**config.mk**
```make
export PLATFORM = sky130hd
export DESIGN_NAME = vmem_arbiter
export DESIGN_NICKNAME = d
export VERILOG_FILES = /design/src/rtl/vmem_pkg.sv /design/src/rtl/vmem_sync2.sv /design/src/rtl/vmem_arbiter.sv
export SDC_FILE = /design/constraint.sdc
export NUM_CORES = 1
export LEC_CHECK = 0
export ABC_CLOCK_PERIOD_IN_PS = 2250
export BUFFER_PORTS_ARGS = -buffer_cell sky130_fd_sc_hd__buf_2
export CORE_MARGIN = 2
export CORE_UTILIZATION = 43
export DETAILED_ROUTE_END_ITERATION = 8
export HOLD_SLACK_MARGIN = 0.05
export PLACE_DENSITY = 0.86
export SYNTH_ARGS = -nofsm -noshare
export SYNTH_HDL_FRONTEND = slang
export SYNTH_SLANG_ARGS = --single-unit
```
**constraint.sdc**
```tcl
create_clock -name clk_llc2 -period 2.25 [get_ports clk_llc2]
set_clock_uncertainty 0.05 [all_clocks]
set_input_delay 0.45 -clock clk_llc2 [delete_from_list [all_inputs] [get_ports clk_llc2]]
set_output_delay 0.45 -clock clk_llc2 [all_outputs]
set_load 0.01 [all_outputs]
```
**src/rtl/vmem_pkg.sv**
```systemverilog
// -----------------------------------------------------------------------------
// vmem_pkg
// Shared types and defaults for the frame-memory arbiter.
//   state_t : arbiter FSM states
//   req_t   : requester identity used for round-robin fairness
//   DEF_*   : default address/data widths and interrupt pulse length
// -----------------------------------------------------------------------------
package vmem_pkg;

  localparam int DEF_AW      = 15;
  localparam int DEF_DW      = 16;
  localparam int DEF_IRQ_LEN = 2;

  typedef enum logic [2:0] {
    IDLE,
    VID_WR,
    HRD,
    HRD_CAP,
    HWR,
    HOST_DONE
  } state_t;

  typedef enum logic {
    REQ_VID,
    REQ_HOST
  } req_t;

endpackage

```
**src/rtl/vmem_sync2.sv**
```systemverilog
// -----------------------------------------------------------------------------
// vmem_sync2
// Two-flop synchroniser, W bits wide. Flops reset to all ones so that
// active-low strobes read as inactive straight out of reset.
// Ports:
//   clk_llc2 : destination clock
//   resetx   : asynchronous active-low reset
//   d        : asynchronous input bits
//   q        : synchronised output bits
// -----------------------------------------------------------------------------
module vmem_sync2 #(
  parameter int W = 1
) (
  input  logic         clk_llc2,
  input  logic         resetx,
  input  logic [W-1:0] d,
  output logic [W-1:0] q
);

  logic [W-1:0] meta_reg;
  logic [W-1:0] sync_reg;

  always_ff @(posedge clk_llc2 or negedge resetx) begin
    if (!resetx) begin
      meta_reg <= '1;
      sync_reg <= '1;
    end else begin
      meta_reg <= d;
      sync_reg <= meta_reg;
    end
  end

  assign q = sync_reg;

endmodule

```
**src/rtl/vmem_arbiter.sv**
```systemverilog
// -----------------------------------------------------------------------------
// vmem_arbiter
// Owns the single-port frame RAM, arbitrating between the video write stream
// and the asynchronous host bus, flipping the ping-pong write bank at frame
// end and pulsing one frame-ready interrupt per completed bank.
// Ports:
//   clk_llc2, resetx                  : clock, async active-low reset
//   vid_req/vid_adr/vid_data/vid_ack  : video write handshake
//   vid_frame_end                     : last pixel of frame requested
//   host_csx/host_rdx/host_wrx        : async active-low host strobes
//   host_adr/host_wdata/host_rdata    : host address and data
//   host_waitx                        : active-low host wait
//   irq0/irq1                         : frame-ready pulses for bank 0/1
//   mem_adr/mem_wdata/mem_wren/mem_rden/mem_q : RAM port
// -----------------------------------------------------------------------------
module vmem_arbiter
  import vmem_pkg::*;
#(
  parameter int AW      = DEF_AW,
  parameter int DW      = DEF_DW,
  parameter int IRQ_LEN = DEF_IRQ_LEN
) (
  input  logic          clk_llc2,
  input  logic          resetx,
  input  logic          vid_req,
  input  logic [AW-1:0] vid_adr,
  input  logic [DW-1:0] vid_data,
  output logic          vid_ack,
  input  logic          vid_frame_end,
  input  logic          host_csx,
  input  logic          host_rdx,
  input  logic          host_wrx,
  input  logic [AW-1:0] host_adr,
  input  logic [DW-1:0] host_wdata,
  output logic [DW-1:0] host_rdata,
  output logic          host_waitx,
  output logic          irq0,
  output logic          irq1,
  output logic [AW:0]   mem_adr,
  output logic [DW-1:0] mem_wdata,
  output logic          mem_wren,
  output logic          mem_rden,
  input  logic [DW-1:0] mem_q
);

  localparam logic [2:0] IRQ_LOAD = 3'(IRQ_LEN);

  logic          csx_s, rdx_s, wrx_s;
  logic          hrd, hwr;
  state_t        state_reg, state_next;
  req_t          rr_last_reg, rr_last_next;
  logic          wr_bank_reg;
  logic          hbank_reg, hbank_next;
  logic          done_reg, done_next;
  logic [DW-1:0] host_rdata_reg, host_rdata_next;
  logic [2:0]    irq_cnt_reg;
  logic          irq_sel_reg;
  logic          host_req, grant_vid, grant_host;

  vmem_sync2 #(.W(3)) u_sync (
    .clk_llc2 (clk_llc2),
    .resetx   (resetx),
    .d        ({host_csx, host_rdx, host_wrx}),
    .q        ({csx_s, rdx_s, wrx_s})
  );

  assign hrd = ~csx_s & ~rdx_s;
  assign hwr = ~csx_s & ~wrx_s;

  // Wait is released as soon as the access is done. The reset term keeps
  // the host from stalling on an access that reset has discarded.
  assign host_waitx = host_csx | done_reg | ~resetx;
  assign host_rdata = host_rdata_reg;

  // ---------------------------------------------------------------- FSM regs
  always_ff @(posedge clk_llc2 or negedge resetx) begin
    if (!resetx) begin
      state_reg      <= IDLE;
      rr_last_reg    <= REQ_HOST;
      hbank_reg      <= 1'b0;
      done_reg       <= 1'b0;
      host_rdata_reg <= '0;
    end else begin
      state_reg      <= state_next;
      rr_last_reg    <= rr_last_next;
      hbank_reg      <= hbank_next;
      done_reg       <= done_next;
      host_rdata_reg <= host_rdata_next;
    end
  end

  // ------------------------------------------------- next state and outputs
  always_comb begin
    state_next      = state_reg;
    rr_last_next    = rr_last_reg;
    hbank_next      = hbank_reg;
    done_next       = done_reg;
    host_rdata_next = host_rdata_reg;
    host_req        = 1'b0;
    grant_vid       = 1'b0;
    grant_host      = 1'b0;
    vid_ack         = 1'b0;
    mem_wren        = 1'b0;
    mem_rden        = 1'b0;
    mem_adr         = '0;
    mem_wdata       = '0;

    case (state_reg)
      IDLE: begin
        host_req = hrd | hwr;
        // Video wins when alone, or when both wait and the host went last.
        grant_vid  = vid_req & (~host_req | (rr_last_reg == REQ_HOST));
        grant_host = host_req & ~grant_vid;
        if (grant_vid) begin
          state_next   = VID_WR;
          rr_last_next = REQ_VID;
        end else if (grant_host) begin
          rr_last_next = REQ_HOST;
          // Host bank is frozen here so a frame flip cannot retarget it.
          hbank_next   = ~wr_bank_reg;
          state_next   = hrd ? HRD : HWR;
        end
      end
      VID_WR: begin
        mem_wren   = 1'b1;
        mem_adr    = {wr_bank_reg, vid_adr};
        mem_wdata  = vid_data;
        vid_ack    = 1'b1;
        state_next = IDLE;
      end
      HRD: begin
        mem_rden   = 1'b1;
        mem_adr    = {hbank_reg, host_adr};
        state_next = HRD_CAP;
      end
      HRD_CAP: begin
        host_rdata_next = mem_q;
        done_next       = 1'b1;
        state_next      = HOST_DONE;
      end
      HWR: begin
        mem_wren   = 1'b1;
        mem_adr    = {hbank_reg, host_adr};
        mem_wdata  = host_wdata;
        done_next  = 1'b1;
        state_next = HOST_DONE;
      end
      HOST_DONE: begin
        // Hold here until the host drops its strobe so one strobe is one access.
        if (!hrd && !hwr) begin
          done_next  = 1'b0;
          state_next = IDLE;
        end
      end
      default: state_next = IDLE;
    endcase
  end

  // ------------------------------------------------------ banks and interrupt
  always_ff @(posedge clk_llc2 or negedge resetx) begin
    if (!resetx) begin
      wr_bank_reg <= 1'b0;
      irq_cnt_reg <= 3'd0;
      irq_sel_reg <= 1'b0;
    end else if (vid_frame_end) begin
      wr_bank_reg <= ~wr_bank_reg;
      // A new frame end restarts the pulse on the newly completed bank.
      irq_sel_reg <= wr_bank_reg;
      irq_cnt_reg <= IRQ_LOAD;
    end else if (irq_cnt_reg != 3'd0) begin
      irq_cnt_reg <= irq_cnt_reg - 3'd1;
    end
  end

  assign irq0 = (irq_cnt_reg != 3'd0) & ~irq_sel_reg;
  assign irq1 = (irq_cnt_reg != 3'd0) &  irq_sel_reg;

endmodule

```
# Word-level counts from Yosys, hierarchy flattened

Index checks and enable logic that the tools add are counted.

Input bits: 85
Output and inout bits: 54
Flip-flop bits (word level): 33
Logic and storage cells: 67

Equal/unequal tests: 7
Bitwise logic cells: 18
Add/subtract/negate cells: 1
Mux-type cells: 16
Reduce and logical (&&, ||, !) cells: 15

Operators by type and width:

| operator              | number |
|---|---|
| $pmux W16 S2          | 2 |
| $mux W3               | 6 |
| $pmux W3 S4           | 1 |
| $not A1 Y1            | 8 |
| $and A1 B1 Y1         | 6 |
| $eq A3 B2 Y1 const B  | 2 |
| $eq A3 B3 Y1 const B  | 2 |
| $mux W1               | 6 |
| $reduce_and A2 Y1     | 3 |
| $reduce_bool A2 Y1    | 3 |
| $reduce_or A2 Y1      | 3 |
| $or A1 B1 Y1          | 4 |
| $eq A3 B1 Y1 const B  | 1 |
| $logic_not A3 Y1      | 1 |
| $ne A3 B3 Y1 const B  | 1 |
| $reduce_and A3 Y1     | 1 |
| $reduce_bool A3 Y1    | 1 |
| $sub A3 B1 Y3 const B | 1 |
| $logic_not A1 Y1      | 2 |
| $ne A2 B2 Y1 const B  | 1 |
| $pmux W1 S2           | 1 |
| $logic_and A1 B1 Y1   | 1 |

# Depth between registers and ports, before layout

Word-level depth: 11
Mapped depth: 6
Mapped depth without buffers: 5

# Modules after synthesis

A second synthesis with hierarchy kept.

Cells, all modules: 140
Area total of the unflattened synthesis: 1760.4 um2

Modules (own cells, without submodules):

| module       | cells each | times used | seq. area each (um2) | area an instance (um2) |
|---|---|---|---|---|
| vmem_arbiter | 134        | 1          | 676.9                | 1602.8 |
| vmem_sync2   | 6          | 1          | 157.7                | 157.7 |

# Least setup slack after synthesis

Ideal clock, no wire load.

Kind: register -> output
Start: reg state_reg[0]
End: out mem_adr[2]
Data arrival time: 1247 ps
Buffers on the path: 3
Path slack: 503 ps
Cell stages (with the launch flop): 7
Cells stage by stage: dfrtp_1 -> buf_6 -> nor2b_4 -> nor2b_4 -> buf_6 -> buf_6 -> a22o_1

Cells in the longest elaborated chain, start to end: 3
Elaborated cells on any way between the ends: 5
Those cells by class: 3 x eq/ne; 1 x mux; 1 x reduce/logical

RTL lines:

| what                                                | RTL line            | RTL |
|---|---|---|
| from (decl)                                         | vmem_arbiter.sv:50  | `state_t state_reg, state_next;` |
| from (signal assigned)                              | vmem_arbiter.sv:84  | `state_reg <= state_next;` |
| $eq A3 B3 Y1 / $eq A3 B2 Y1 (equally long branches) | vmem_arbiter.sv:108 | `case (state_reg)` |
| $reduce_or A2 Y1 (no source line)                   | --                  |  |
| $pmux W16 S2 (*)                                    | vmem_arbiter.sv:108 |  |
| to (decl)                                           | vmem_arbiter.sv:39  | `output logic [AW:0] mem_adr,` |

Mark *: on every way between the ends. The rest lies on a longest branch, timed or not.

# Final worst setup path

Start: reg state_reg[0]
End: out mem_adr[15]

The elaborated chain is that of the path after synthesis.

==> impl_metrics.tcl <==
set metrics [dict create \
    outcome "completed" \
    worst-path-max-fanout 34 \
    grtUsageMet2_pct 32.7 \
    path_class "reg -> out" \
    setup_viol 0 \
    grt_pass1_wl_um 6800 \
    cap_violations 0 \
    crit_arrival_ns 1.63 \
    synth_cells 141 \
    synth_cell_types 34 \
    hold_viol 0 \
    ios 139 \
    fp.dieW_um 68.4 \
    cts_setup_buffers 0 \
    grt.met3_usage_pct 7.07 \
    num_rows 23 \
    yosysTopAreaCell "dfrtp_1" \
    track_usage_pct 20.2 \
    gp_routability_congestion 0.842 \
    max-vdd-ir-drop_v 0.000788 \
    synth_edf_count 0 \
    ctsHtreeMaxLevel 2 \
    cts_tree "done" \
    synth_flop_cell "dfrtp_1" \
    power_density_nw_per_um2 1370 \
    die_area_sq_um 4680 \
    start_util_pct 44.6 \
    syn_to_final_growth_pct 45.4 \
    worst_slew_margin_rel_pct 73.9 \
    grt_max_degree 35 \
    port_buffers 138 \
    grt_pass1_vias 1506 \
    cts-root-buf "clkbuf_8" \
    grt_antenna_before_repair 0 \
    end_kind "primary output" \
    yosys_warnings 0 \
    ys_seq_area_share_pct 46.8 \
    nets 367 \
    largest_register_ffs 16 \
    syn_area_sq_um 1780 \
    drtIter0Drc 52 \
    timing.fmax_mhz 469 \
    p_leak_nw 1.42 \
    coreArea_sq_um 4000 \
    synth_top_area_share_pct 36.5 \
    vias_per_cell 5.17 \
    synthTopCellsByArea "dfrtp_1, a22o_1, dfstp_2" \
    required_ns 1.75 \
    r2r_cells 3 \
    grt-ovfl-total 0 \
    ctsHoldBuffers 0 \
    fin_crit_ns 2.13 \
    diodes 0 \
    final.setup.worst_slack_ns 0.120 \
    hold_class "in -> async" \
    numCtsBuffers 5 \
    start_kind "register" \
    holdWs_ns 0.154 \
    routed_wl_um 4890 \
    synth-seq-cells 33 \
    fin_util_pct 64.8 \
    drive_above_1_share_pct 64.8 \
    synthArstFlopShare_pct 100 \
    period_share_pct 94.7 \
    busiest_layer "met2" \
    cts_max_path_buffers 2 \
    wl_per_cell_um 14.8 \
    post_cts_resized 0 \
    die_y_um 68.4 \
    yosysMostFrequentCell "a22o_1" \
    route.detailed.drc 0 \
    p_total_mw 3.55 \
    dp_slack_ns 0.329 \
    ant_nets 0 \
    rsz0062_at_grt "no" \
    tightest_slew_ns 0.392 \
    clk_pin_slew_ns 0.07 \
    clkSinkCount 33 \
    clkLatencyLatePin_ns 0.28 \
    tns_ns 0 \
    via_count 1710 \
    slew_violations 0 \
    synth_area_per_cell_sq_um 12.7 \
    met1_usage_pct 24.2 \
    drt_pre_antenna_iters 5 \
    syn_nets 228 \
    synth_common_cells "a22o_1, dfrtp_1, mux2_4, buf_6, mux2_2" \
    dpl.hpwl_um 3900 \
]
## cell families after synthesis
logic type / synth area share (%)
XOR/XNOR: 1.47
multiplexers: 13.7
adder cells (fa/ha/maj): 1.40
buffers and inverters: 6.73
AND/OR/NAND/NOR: 9.40
flip-flops: 46.8
AO/OA/AOI/OAI: 20.5
## worst max-delay path: stages, from the launching register on
cell	delay (ns)
dfrtp_2	0.46
nor2b_4	0.22
nor2b_4	0.18
buf_12	0.19
a22o_1	0.17
buf_2	0.13
## layer usage
layer | wire length (um) | vias to the layer above
met5 | 0 | -
met4 | 74 | 0
met3 | 586 | 6
met2 | 2290 | 98
met1 | 1930 | 799
li1 | - | 807
## worst paths after layout
check | start | end | slack, ns
worst max-delay path | state_reg[0]$_DFFE_PN0P_ | mem_adr[15] | 0.12
worst min-delay path | resetx | irq_cnt_reg[1]$_DFFE_PN0P_ | 0.15
worst max register to register | state_reg[1]$_DFFE_PN0P_ | host_rdata[3]$_DFFE_PN0N_ | 0.77
worst min register to register | u_sync.meta_reg[1]$_DFF_PN1_ | u_sync.q[1]$_DFF_PN1_ | 0.31
max in group asynchronous | resetx | u_sync.q[2]$_DFF_PN1_ | 1.67
min in group clk_llc2 | host_rdx | u_sync.meta_reg[1]$_DFF_PN1_ | 0.21
## per-stage QoR
step | instances | cell area, sq um
floorplan | 141 | 1780
global placement | 323 | 2470
finish | 331 | 2590
global route | 331 | 2590
detailed placement | 323 | 2470
CTS | 331 | 2590
## area by class of cell
type / instances / area [sq um]
clock buffers: 7 / 86.3
multi-input cells: 94 / 830
inverters: 4 / 15.0
repair buffers: 142 / 733
fillers: 329 / 1410
clock inverters: 1 / 30.0
well taps: 50 / 62.6
flip-flops and latches: 33 / 837
## power by group
part	switching (mW)	internal (mW)	total (mW)
Sequential	0.205	0.854	1.06
Clock	0.207	0.361	0.568
Combinational	0.919	1.01	1.93
## layout by cell type (no fill, tap or decap)
cell | netlist | routed
bufinv_16 | 0 | 1
a221oi_1 | 1 | 1
and2_1 | 1 | 1
a21oi_1 | 4 | 4
o2111ai_1 | 1 | 1
nor3_2 | 2 | 2
a22o_1 | 32 | 32
nor2_4 | 1 | 1
xnor2_1 | 2 | 2
nor2b_1 | 2 | 2
buf_2 | 0 | 138
buf_4 | 2 | 3
mux2i_1 | 2 | 2
nand2b_1 | 2 | 2
nand2_1 | 4 | 4
ha_1 | 2 | 2
mux2_2 | 8 | 8
dfrtp_2 | 0 | 2
dfrtp_1 | 26 | 24
a31oi_1 | 2 | 2
o21ai_0 | 2 | 2
nand2_4 | 1 | 1
nand3_1 | 1 | 1
a211o_1 | 1 | 1
nor3b_1 | 1 | 1
nor3_1 | 1 | 1
dfstp_2 | 7 | 7
a211oi_1 | 1 | 1
nand4b_1 | 1 | 1
nor2b_4 | 2 | 2
a41oi_1 | 1 | 1
or2_2 | 1 | 1
mux2_4 | 9 | 9
inv_1 | 4 | 4
nor2_1 | 5 | 5
xor2_1 | 1 | 1
clkbuf_1 | 0 | 1
buf_12 | 0 | 1
clkbuf_8 | 0 | 6
(Power assumes the default switching activity.)
